File: src/rtl/hazard_unit.sv
// hazard_unit: load-use, branch-operand and HI/LO stall detection with taken-branch flush
// and saturating stall/flush event counters for the 5-stage MIPS pipeline.
module hazard_unit #(
   parameter int MULDIV_LATENCY = 4,
   parameter int CNT_W          = 16
) (
   input  logic             CLOCK,
   input  logic             RESET,
   input  logic [4:0]       ID_Rs,
   input  logic [4:0]       ID_Rt,
   input  logic             ID_UsesRs,
   input  logic             ID_UsesRt,
   input  logic             ID_IsBranch,
   input  logic             ID_UsesHiLo,
   input  logic             ID_BranchTaken,
   input  logic             EX_MemRead,
   input  logic             EX_RegWrite,
   input  logic [4:0]       EX_WriteReg,
   input  logic             MEM_MemRead,
   input  logic [4:0]       MEM_WriteReg,
   input  logic             EX_StartMulDiv,
   output logic             STALL_PC,
   output logic             STALL_IFID,
   output logic             FLUSH_IFID,
   output logic             FLUSH_IDEX,
   output logic             MulDivBusy,
   output logic [CNT_W-1:0] StallCycles,
   output logic [CNT_W-1:0] FlushCount
);
   logic [2:0]       md_cnt_q, md_cnt_d;
   logic [CNT_W-1:0] stall_cnt_q, stall_cnt_d, flush_cnt_q, flush_cnt_d;
   logic             ex_match, mem_match, stall, flush;
   always_comb begin
      ex_match  = (EX_WriteReg != 5'd0) &&
                  ((ID_UsesRs && ID_Rs == EX_WriteReg) || (ID_UsesRt && ID_Rt == EX_WriteReg));
      mem_match = (MEM_WriteReg != 5'd0) &&
                  ((ID_UsesRs && ID_Rs == MEM_WriteReg) || (ID_UsesRt && ID_Rt == MEM_WriteReg));
      // Outputs are forced low while reset is held, whatever the inputs say.
      stall = !RESET && ((EX_MemRead && ex_match) ||
                         (ID_IsBranch && EX_RegWrite && ex_match) ||
                         (ID_IsBranch && MEM_MemRead && mem_match) ||
                         (ID_UsesHiLo && (EX_StartMulDiv || md_cnt_q > 3'd1)));
      flush = !RESET && ID_BranchTaken && !stall;
      md_cnt_d    = EX_StartMulDiv ? 3'(MULDIV_LATENCY) : (md_cnt_q != 3'd0) ? md_cnt_q - 3'd1 : md_cnt_q;
      stall_cnt_d = (stall && stall_cnt_q != '1) ? stall_cnt_q + CNT_W'(1) : stall_cnt_q;
      flush_cnt_d = (flush && flush_cnt_q != '1) ? flush_cnt_q + CNT_W'(1) : flush_cnt_q;
   end
   always_ff @(posedge CLOCK or posedge RESET) begin
      if (RESET) begin
         md_cnt_q    <= 3'd0;
         stall_cnt_q <= '0;
         flush_cnt_q <= '0;
      end else begin
         md_cnt_q    <= md_cnt_d;
         stall_cnt_q <= stall_cnt_d;
         flush_cnt_q <= flush_cnt_d;
      end
   end
   assign STALL_PC    = stall;
   assign STALL_IFID  = stall;
   assign FLUSH_IDEX  = stall;
   assign FLUSH_IFID  = flush;
   assign MulDivBusy  = !RESET && md_cnt_q != 3'd0;
   assign StallCycles = stall_cnt_q;
   assign FlushCount  = flush_cnt_q;
endmodule

File: config.mk
export PLATFORM = sky130hd
export DESIGN_NAME = hazard_unit
export DESIGN_NICKNAME = d
export VERILOG_FILES = /design/src/rtl/hazard_unit.sv
export SDC_FILE = /design/constraint.sdc
export NUM_CORES = 1
export LEC_CHECK = 0
export ABC_AREA = 1
export CORE_AREA = 8 8 113 115
export DETAILED_ROUTE_END_ITERATION = 16
export DIE_AREA = 0 0 121 123
export DONT_BUFFER_PORTS = 1
export PLACE_DENSITY = 0.49
export SETUP_SLACK_MARGIN = 0.1
export SLEW_MARGIN = 30
export SYNTH_ARGS = -nofsm -noshare
export SYNTH_HDL_FRONTEND = slang
export SYNTH_SLANG_ARGS = --single-unit
File: constraint.sdc
create_clock -name CLOCK -period 4.1 [get_ports CLOCK]
set_input_delay 0.82 -clock CLOCK [delete_from_list [all_inputs] [get_ports CLOCK]]
set_output_delay 0.82 -clock CLOCK [all_outputs]
set_load 0.01 [all_outputs]
==> results.ini <==
[routing]
routed_via_density = 4.53
antenna_left = 0
dr_wl_met2_um = 3610
wire_per_inst_um = 13.9
met3WireLength_um = 495
drt-met1-wl_um = 3300
drc = 0
wl_um = 7430
first_pass_iters = 4
dr_total_vias = 2418
top_layer_used = met4
drtIter0Drc = 126

[synth]
syn-cell-area_um2 = 2660
synthMuxAreaShare_pct = 0
postSynthRegisterBits = 35
synth_nets = 430
yosys.area_share.simple_pct = 44.1
avgSynthCellArea_um2 = 6.75
synth_top_family_by_area = simple AND/OR/NAND/NOR gates
yosysSeqAreaShare_pct = 32.9
synth-xor-area-share_pct = 9.21
synth_cell_types = 29
synth_cells = 394
yosysWarningCount = 0
synth_compound_area_share_pct = 2.35
synth_fa_ha_area_share_pct = 2.35

[layout]
area_growth_pct = 9.92
n_antenna_cell = 0
seqCellArea_um2 = 876
layout_common_cells = nand2_1, inv_1, nor2_1, nand4_1, dfrtp_1
drive_above_1_share_pct = 5.88
final_common_cell = nand2_1
multi_input_area_um2 = 1550
nets = 427
nFillCells = 1212

[timing]
slew_headroom_pct = 53.0
finalHoldViolCount = 0
rsz0062_at_grt = false
min_period_ns = 2.80
fin_ws_ns = 1.30
finalSetupViolations = 0
max_freq_ghz = 0.357
min_period_over_period_pct = 68.4
tightest_slew_ns = 0.705
finClkSkew_ns = 0.00321
tns_ns = 0
report.final.slew_viol_count = 0

[clock_network]
ctsHoldBuffers = 0
cts_tree = built
root_buffer = clkbuf_16
cts_buffers = 5
cts.htree.levels = 2
cts_setup_buffers = 0
path_clk_slew_ns = 0.06
cts.sinks = 35
clk_path_buf_depth = 2
cts_resized = 0
clock_latency_ns = 0.27

[setup_path]
r2r_end = FlushCount[5]
r2r_start = FlushCount[0]
cpMaxStageDelayCell = nand3_2
reg2reg_depth = 9
r2r_setup_slack_ns = 1.84
path_class = input pin to primary output
crit_path_cell_trace = nor3_1, nand3_1, o21ai_0, inv_1, nand2_1, nand3_2, nand2_1, inv_1
crit_path_end_kind = primary output
crit_required_ns = 3.28
cpPeakStageDelay_ns = 0.26
arrival_ns = 1.98
start_kind = input pin
path_max_fanout = 11

[grt]
grt_max_degree = 40
grt_pass1_wl_um = 12200
grt-ovfl-total = 0
grt_use_total_pct = 10.1
antenna_found_initial = 0
grt_pass1_vias = 2376

[die]
rows = 39
dieWidth_um = 121
die_y_um = 123
die_area_um2 = 14900
core-area_um2 = 11100
start_util_pct = 24.0
pin_count = 68

[placed_design]
dp_hpwl_um = 5470
gp_congestion = 0.913
port_buffers = 0
dp_worst_setup_slack_ns = 1.28

[worst_hold_path]
hp-class = input pin to async pin

[pwr]
p_leak_nw = 1.50
ir_drop_v = 0.000188
power_density_nw_per_um2 = 378

[outcome]
outcome = finished, final reports clean

[job]
drv_cap = 0

[area by class of cell]
cell class                      instances  area share, %
Clock buffer                            6           4.75
Clock inverter                          1          0.171
Inverter                               44           5.65
Multi-Input combinational cell        303           52.9
Sequential cell                        35           29.9
Tap cell                              143           6.12
Timing Repair Buffer                    2          0.513
[how the worst max path moves through the flow]
stage	start	to
after CTS	EX_WriteReg[2]	FLUSH_IFID
after floorplan	RESET	STALL_IFID
after detailed placement	EX_WriteReg[2]	FLUSH_IFID
final	EX_WriteReg[2]	STALL_IFID
after global placement	ID_Rs[0]	FLUSH_IDEX
after global routing	EX_WriteReg[2]	FLUSH_IDEX
[layer usage]
layer	GRT usage, %	vias up
met2	17.8	54
met4	1.41	0
li1	-	1251
met5	0	-
met3	3.29	6
met1	12.0	1107
[logic make-up (layout without fill, tap and decap cells)]
kind of cell / count (synthesis) / after routing
simple gates: 258 / 258
buf+inv: 56 / 53
flops: 35 / 35
xor+xnor: 28 / 28
compound gates: 12 / 12
fa+ha+maj: 5 / 5
[critical path: cells and delay by family]
family | cells | cell delay [ns]
buf+inv | 2 | 0.22
compound gates | 1 | 0.12
simple gates | 5 | 0.82
[report_power, final]
part / internal (W) / switching [W]
combinational: 0.0000877 / 0.000156
clock: 0.000237 / 0.000144
sequential: 0.000395 / 0.0000864
[per-stage QoR]
stage | cells | util (%) | area [um2] | power (W) | hold WS, ns
floorplan | 394 | - | 2660 | 0.000671 | 0.475
global route | 534 | 26.4 | 2930 | 0.00118 | 0.436
finish | 534 | 26.4 | 2930 | 0.00111 | 0.420
CTS | 534 | 26.4 | 2930 | 0.00112 | 0.428
global placement | 527 | 25.1 | 2780 | 0.000730 | 0.506
detailed placement | 527 | 25.1 | 2780 | 0.000738 | 0.509
[registers in the layout (all words and copies together) (netlist names)]
signal / flops
md_cnt_q: 3
FlushCount: 16
StallCycles: 16
[Yosys cell counts, drive strengths merged]
master  instances  share of area (%)
dfrtp          35                 33
nor2           39                5.9
nand2         152                 22
o21ai           7                1.3
or2             1               0.24
clkinv          1               0.14
nand3          19                4.4
inv            43                6.1
clkbuf          3               0.42
buf             9                2.4
nand4          38                9.7
ha              5                2.4
o211ai          1               0.28
nor3            9                2.3
xnor2           8                2.6
a21oi           4               0.75
xor2           20                6.6
Power figures use the tool's default switching activity.
==> edit (same flow settings) <==
Make the reset (`RESET`) synchronous in one clocked block.
--- a/src/rtl/hazard_unit.sv
+++ b/src/rtl/hazard_unit.sv
@@ -45,7 +45,7 @@
       stall_cnt_d = (stall && stall_cnt_q != '1) ? stall_cnt_q + CNT_W'(1) : stall_cnt_q;
       flush_cnt_d = (flush && flush_cnt_q != '1) ? flush_cnt_q + CNT_W'(1) : flush_cnt_q;
    end
-   always_ff @(posedge CLOCK or posedge RESET) begin
+   always_ff @(posedge CLOCK) begin
       if (RESET) begin
          md_cnt_q    <= 3'd0;
          stall_cnt_q <= '0;
Behaviour: differs if RESET is asserted again (counterexample within 4 cycles, from zero or initial values and one cycle with RESET high); with RESET held inactive, the same outputs for 10 cycles.
==> edit against the original RTL <==
Utilization is 0.79 points lower. Setup slack better by 0.023 ns. Synthesized cell count up 5.8%. Final cell count rose by 4.3%. Fmax up 0.84%. Die area unchanged. Cell area down 3.0%. Area after synthesis shrank 3.1%. Sequential cell count stayed put. Routed wire length increased by 3.2%. First-iteration DRC count up 26%. Highest routed layer unchanged.
Power is not compared: it rests on default switching activity, and its combinational part moved more than twofold at a synthesized area within 25%.
==> edit: results (changes against the original RTL) <==
status finished, final reports clean; CP delay by family, top buffers and inverters; top cells by area, synth dfxtp_1 (27%), nand2_1 (17%), nand4_1 (8.2%); Sw Share 26.6%; Routed WL 7.66 mm (+3.2%); I/O Buffers 0 (unchanged); cell count after synthesis 417 (+5.8%); met3 wire len 622 um (+26%); Top Layer Used met4; DR DRC count 0 (unchanged); initial drt markers 159 (+26%); CTS resizes 0 (unchanged); met3 usage 4.11% (+0.82 points); M1 GR Usage 11.5% (-0.42 points); fraction of final layout cells sized beyond drive strength 1 4.83% (-1.1 points); CP Max Fanout 16 (+5); Min-Delay Path Class reg2reg; commonest cells in the synthesized netlist nand2_1 (119), inv_1 (56), nor2_1 (43); Top FF cell, synth dfxtp_1; post-synth cell types 29 (unchanged); Seq/Total Area, Yosys 27.2% (-5.7 points); DRT met1 WL 3.22 mm (-2.4%); first-pass GRT wire length 12.5 mm (+2.6%); async set-reset flop share out of synthesis 0% (-100 points); worst clock skew 0.00304 ns (-0.000177 ns); clk_lat worst skew 0.28 ns; Leak 0.00120 uW; diodes inserted 0 (unchanged); Final Slew Violations 0 (unchanged); vias in the first global route 2,543 (+7.0%); routed vias/inst 4.57 (+0.99%); First-pass DRT Iterations 4 (unchanged); M2 GR Usage 17.7% (-0.10 points); Placer Congestion 0.839 (-8.1%); htree depth 2 (unchanged); dpl cells 549 (+4.2%); largest net degree at the start of global routing 33 (-18%); All-Layer GR Usage 10.2% (+0.15 points); CTS Buf Count 5 (unchanged); warnings from Yosys 0 (unchanged); Max clock buf depth 2 (unchanged); per-cell routed wire length 13.8 um (-1.1%); Critical-path top delay cell inv_1; Worst Max-Slew Pin Slew 0.640 ns (-0.0648 ns); postcts setup bufs 0 (unchanged); syn nets 453 (+5.3%); CP max stage delay 0.24 ns (-0.02 ns); routed wl met2 3.76 mm (+4.1%); WP data arrival 1.96 ns (-0.02 ns); clk root buf clkbuf_16; VDD IR max 0.000131 V; HPWL after DPL 5.69 mm (+3.9%); Fillers 1,238 (+2.1%)
-- edit: final cells by class --
cell class	count	area (sq um)	share of cell area, %
timing repair buffer	4	30.0	1.06
tap	143	179	6.31
clock inverter	1	5.00	0.176
multi-input combinational	311	1580	55.7
sequential	35	701	24.7
inverter	56	210	7.41
clock buffer	7	133	4.67
-- edit: stage by stage --
| stage | setup slack (ns) | cell area [sq um] |
|---|---|---|
| finish | 1.32 | 2840 |
| global route | 1.11 | 2840 |
| floorplan | 1.31 | 2580 |
| global placement | 1.25 | 2700 |
| CTS | 1.30 | 2840 |
| detailed placement | 1.30 | 2700 |
-- edit: kinds of logic (layout without fill, tap and decap cells) --
kind of cell / Yosys count / count (layout) / synth area share, %
xor+xnor: 26 / 26 / 8.83
simple gates: 239 / 239 / 41.6
flops: 35 / 35 / 27.2
buf+inv: 71 / 68 / 11.5
fa+ha+maj: 5 / 5 / 2.43
compound gates: 41 / 41 / 8.44
-- edit: power groups by stage --
stage / clock network, uW / registers (uW) / logic [uW]
floorplan: 0 / 360 / 82.4
global placement: 0 / 363 / 96.6
detailed placement: 0 / 363 / 97.6
CTS: 381 / 356 / 97.8
global route: 397 / 356 / 112
finish: 366 / 355 / 98.0
-- edit: worst min-delay path, stage by stage, from the launching register on --
cell and delay (ns):
dfxtp_1 0.31, nor2_1 0.09, a211oi_1 0.05
-- edit: path summary, 6_finish.rpt --
kind                                      from       endpoint  slack [ns]  cells past startpoint
worst min-delay path               md_cnt_q[1]    md_cnt_q[1]        0.49                      2
worst min register to register     md_cnt_q[1]    md_cnt_q[1]        0.49                      2
worst max-delay path            EX_WriteReg[1]     STALL_IFID        1.32                     10
worst max register to register   FlushCount[0]  FlushCount[1]        1.49                     10
